`src/rtl/elevator_request_ctrl.sv`:
```
// elevator_request_ctrl
// Latches hall-up, hall-down and in-cabin floor requests. Each request is
// cleared when the door opens at its floor in a compatible travel direction.
// Also tracks a registered travel direction and drives combinational
// position summaries for the motion and door controllers.
//
// Ports:
//   clk, reset              clock, synchronous active-high reset
//   hall_up/hall_down       hall call buttons (level), one bit per floor
//   car_req                 cabin floor buttons (level)
//   pos                     current car floor
//   open                    door opens at pos this cycle (service event)
//   pend_up/down/car        registered pending requests
//   dir                     registered direction: 00 idle, 01 up, 10 down
//   req_above/below/here    pending work above / below / at pos
//   stop_here               car should stop and open at pos
module elevator_request_ctrl #(
  parameter int unsigned FLOORS = 4,
  parameter int unsigned POS_W  = $clog2(FLOORS)
) (
  input  logic              clk,
  input  logic              reset,
  input  logic [FLOORS-1:0] hall_up,
  input  logic [FLOORS-1:0] hall_down,
  input  logic [FLOORS-1:0] car_req,
  input  logic [POS_W-1:0]  pos,
  input  logic              open,
  output logic [FLOORS-1:0] pend_up,
  output logic [FLOORS-1:0] pend_down,
  output logic [FLOORS-1:0] pend_car,
  output logic [1:0]        dir,
  output logic              req_above,
  output logic              req_below,
  output logic              req_here,
  output logic              stop_here
);

  typedef enum logic [1:0] {
    DIR_IDLE = 2'b00,
    DIR_UP   = 2'b01,
    DIR_DOWN = 2'b10
  } dir_e;

  // No up call exists at the top floor and no down call at the bottom floor.
  localparam logic [FLOORS-1:0] UP_MASK   = ~(FLOORS'(1) << (FLOORS - 1));
  localparam logic [FLOORS-1:0] DOWN_MASK = ~FLOORS'(1);

  dir_e              dir_q;
  dir_e              dir_d;
  logic [FLOORS-1:0] any_req;
  logic [FLOORS-1:0] pos_onehot;
  logic              pos_valid;
  logic              below_raw;
  logic              up_clr_ok;
  logic              down_clr_ok;
  logic [FLOORS-1:0] clr_car;
  logic [FLOORS-1:0] clr_up;
  logic [FLOORS-1:0] clr_down;

  // Position summaries; an out-of-range pos yields an all-zero one-hot.
  always_comb begin
    any_req    = pend_up | pend_down | pend_car;
    pos_valid  = (32'(pos) < FLOORS);
    pos_onehot = '0;
    req_above  = 1'b0;
    below_raw  = 1'b0;
    for (int unsigned f = 0; f < FLOORS; f++) begin
      if (32'(pos) == f) pos_onehot[f] = 1'b1;
      if (32'(pos) < f)  req_above = req_above | any_req[f];
      if (32'(pos) > f)  below_raw = below_raw | any_req[f];
    end
    req_below = pos_valid & below_raw;
    req_here  = |(any_req & pos_onehot);
  end

  // A hall call is served only if the car will actually depart in that
  // direction, i.e. it is not still committed to work on the other side.
  always_comb begin
    up_clr_ok   = (dir_q != DIR_DOWN) | ~req_below;
    down_clr_ok = (dir_q != DIR_UP)   | ~req_above;
    stop_here   = |(pos_onehot & (pend_car
                                  | (pend_up   & {FLOORS{up_clr_ok}})
                                  | (pend_down & {FLOORS{down_clr_ok}})));
    clr_car     = pos_onehot & {FLOORS{open}};
    clr_up      = clr_car & {FLOORS{up_clr_ok}};
    clr_down    = clr_car & {FLOORS{down_clr_ok}};
  end

  // Sticky request latches; a clear beats a press in the same cycle.
  always_ff @(posedge clk) begin
    if (reset) begin
      pend_up   <= '0;
      pend_down <= '0;
      pend_car  <= '0;
    end else begin
      pend_up   <= (pend_up   | (hall_up & UP_MASK))     & ~clr_up;
      pend_down <= (pend_down | (hall_down & DOWN_MASK)) & ~clr_down;
      pend_car  <= (pend_car  | car_req)                 & ~clr_car;
    end
  end

  // Direction state register.
  always_ff @(posedge clk) begin
    if (reset) dir_q <= DIR_IDLE;
    else       dir_q <= dir_d;
  end

  // Direction next-state: keep going while work remains ahead, else reverse.
  always_comb begin
    dir_d = dir_q;
    unique case (dir_q)
      DIR_IDLE: begin
        if (req_above)      dir_d = DIR_UP;
        else if (req_below) dir_d = DIR_DOWN;
        else                dir_d = DIR_IDLE;
      end
      DIR_UP: begin
        if (req_above)      dir_d = DIR_UP;
        else if (req_below) dir_d = DIR_DOWN;
        else                dir_d = DIR_IDLE;
      end
      DIR_DOWN: begin
        if (req_below)      dir_d = DIR_DOWN;
        else if (req_above) dir_d = DIR_UP;
        else                dir_d = DIR_IDLE;
      end
      default: dir_d = DIR_IDLE;
    endcase
  end

  assign dir = dir_q;

endmodule
```
`config.mk`:
```
export PLATFORM = sky130hd
export DESIGN_NAME = elevator_request_ctrl
export DESIGN_NICKNAME = d
export VERILOG_FILES = /design/src/rtl/elevator_request_ctrl.sv
export SDC_FILE = /design/constraint.sdc
export NUM_CORES = 1
export LEC_CHECK = 0
export CAP_MARGIN = 0
export CORE_MARGIN = 2
export CORE_UTILIZATION = 30
export CTS_CLUSTER_DIAMETER = 100
export DETAILED_ROUTE_END_ITERATION = 10
export GPL_TIMING_DRIVEN = 0
export SLEW_MARGIN = 25
export SYNTH_ARGS = -nofsm -noshare
export SYNTH_HDL_FRONTEND = slang
export SYNTH_SLANG_ARGS = --single-unit
```
`constraint.sdc`:
```
create_clock -name clk -period 1.4 [get_ports clk]
set_clock_uncertainty 0.05 [all_clocks]
set_input_delay 0.28 -clock clk [delete_from_list [all_inputs] [get_ports clk]]
set_output_delay 0.28 -clock clk [all_outputs]
set_load 0.1 [all_outputs]
```
==> results.toml <==
[setup_path]
startpoint_type = "register"
slowest_delay_ns = 0.36
critPathSlowestCell = "dfxtp_4"
arrival_ns = 1.81
path_cells = "nor3_4 -> a21boi_2 -> o21ai_4 -> a211oi_2 -> o22ai_4 -> buf_12"
timing.rr.start = "pend_up[2]"
cp_data_required_time_ns = 1.07
endpoint_kind = "output pin"
path_class = "reg -> out"
critPathTopFamily = "compound AO/OA/AOI/OAI gates"
crit_buf_inv = 1
crit_start = "pend_up[0]"
path_max_fanout = 4

[clocking]
hold_buffers = 0
clkLatencyLatePin_ns = 0.29
numCtsBuffers = 3
clock_sinks = 14
cts_tree = "built"
root_buffer = "clkbuf_4"
clockBufferDepth = 2
h-tree-depth = 1
cts.reportedPaths.clkPinSlew_ns = 0.09

[power]
powerDensity_nw_per_um2 = 1040
p_leak_uw = 0.000562
vdd.ir_drop.worst_mv = 0.786

[place]
place_ws_ns = -1.92
place_inst = 144
place_area_um2 = 1210
portBuffers = 32
dp_hpwl_um = 1520
gp_congestion = 0.813

[routing]
drt-total-wl_um = 2310
first_iter_violations = 16
ant_nets = 0
vias = 837
via_per_inst = 5.07
wire_per_inst_um = 14.0
drc_errors = 0
dr.pass1.iters = 4

[floorplan]
initial_utilization = 0.312
ios = 35
die_area_um2 = 2970
fp.dieW_um = 54.5
die_h_um = 54.5
num_rows = 18
design.core.area_um2 = 2450

[synth]
synth_cells = 82
ys.flop_type = "dfxtp_1"
synth_compound_area_frac = 0.279
synth_mux_area_frac = 0.0343
ys_ff_latch = 14
yosysWarnings = 0
synth_edf_count = 0
synth_fp_nets = 99
async_flop_share = 0
seq_area_frac_synth = 0.366
synthSimpleGateAreaFrac = 0.281
synth-adder-area-share = 0
synth_cell_types = 33
synthXorXnorAreaFrac = 0
synth.avg_cell_area_um2 = 9.34
synth_area_um2 = 766
synth_top_family_by_area = "simple AND/OR/NAND/NOR gates"

[final_layout]
layout_common_cells = "buf_4 (26), dfxtp_4 (14), clkdlybuf4s50_1 (12)"
nets = 153
layout-drive-gt1-share = 0.563
area_growth_pct = 86.6
fin_area_um2 = 1430
diodes = 0
mostFrequentLayoutCell = "buf_4"
fin_cells = 165

[worst_hold_path]
hold_start = "pend_up[3]"
hold_class = "reg -> reg"

[global_route]
first_global_vias = 765
grt.total_usage = 0.172
grt_max_degree = 11
grt.overflow.total = 0
antenna_found_initial = 0
grt_first_pass_wirelength_um = 3510

[run_status]
violations = "negative setup slack"
status = "complete, but fails checks"

[sta]
worst_slack_ns = -0.736
fin_crit_ns = 2.14
max_freq_mhz = 468
worst_pin_slew_ns = 0.510
rsz0062_at_grt = "yes"
fin_crit_sh = 1.53
slew_violations = 0
finalSetupViolations = 12
fin_tns_setup_ns = -3.30
max_slew_margin = 0.660
hold_viol_final = 0

[flow_run]
maxCapViolCount = 0
-- metal layers --
layer	vias up	wire length [µm]	GRT usage
met3	2	112	0.0574
met5	-	0	0
met4	0	15	0.0375
li1	410	-	-
met2	22	1200	0.299
met1	403	981	0.203
-- cells by family (layout without fill, tap and decap cells) --
logic type / after synthesis / in the layout
simple gates: 32 / 32
compound gates: 29 / 29
flops: 14 / 14
buf+inv: 6 / 59
mux: 1 / 1
-- synth_stat cells, drive strengths merged (2+ instances only) --
cell type,number,share of area
a211oi,5,0.049
nand2b,3,0.025
a21oi,5,0.033
o21a,6,0.059
a21boi,3,0.029
inv,3,0.015
o22ai,3,0.033
dfxtp,14,0.37
or2,3,0.028
nor3,8,0.11
nand2,3,0.018
o21ai,2,0.018
nor3b,2,0.020
nor2,9,0.044
clkbuf,2,0.0098
-- layout make-up --
type	count	area, µm²
Buffer	3	20.0
Clock buffer	3	22.5
Clock inverter	1	3.75
Fill cell	228	1030
Inverter	3	18.8
Multi-Input combinational cell	62	537
Sequential cell	14	333
Tap cell	30	37.5
Timing Repair Buffer	49	457
-- final timing paths --
path	to	slack (ns)	cells after the start
max	stop_here	-0.74	6
min	pend_up[3]	0.45	2
min reg2reg	pend_up[3]	0.45	2
max reg2reg	dir[1]	-0.25	7
-- tightest hold or removal path, cell delays in order (launching register included) --
cell and delay (ns):
dfxtp_4 0.37, nand2b_1 0.07, a41oi_1 0.04
-- sequential cells by signal, summed over array words and instances, names as in the netlist --
register and cells:
dir 2, pend_down 4, pend_up 4, pend_car 4
-- repair_timing --
| action | in CTS | in global routing |
|---|---|---|
| gates resized for setup | 127 | 10 |
| buffers inserted | 15 | 3 |
| pin swaps | 11 | 10 |
| endpoints found under the setup margin | 32 | 14 |
-- through the flow --
stage	hold WS, ns	total power, µW	util
2_1_floorplan	0.339	958	-
3_3_place_gp	0.438	1120	0.492
3_5_place_dp	0.440	1120	0.492
4_1_cts	0.458	1470	0.569
5_1_grt	0.488	1560	0.582
6_report	0.454	1480	0.582
-- report_power, final --
part           total [µW]  internal [µW]  switching, µW  leakage (µW)
Clock                 247            104            143     0.0000154
Combinational         772            275            498      0.000422
Sequential            462            421           40.1      0.000125
Total                1480            800            681      0.000562
Power figures use the tool's default switching activity.
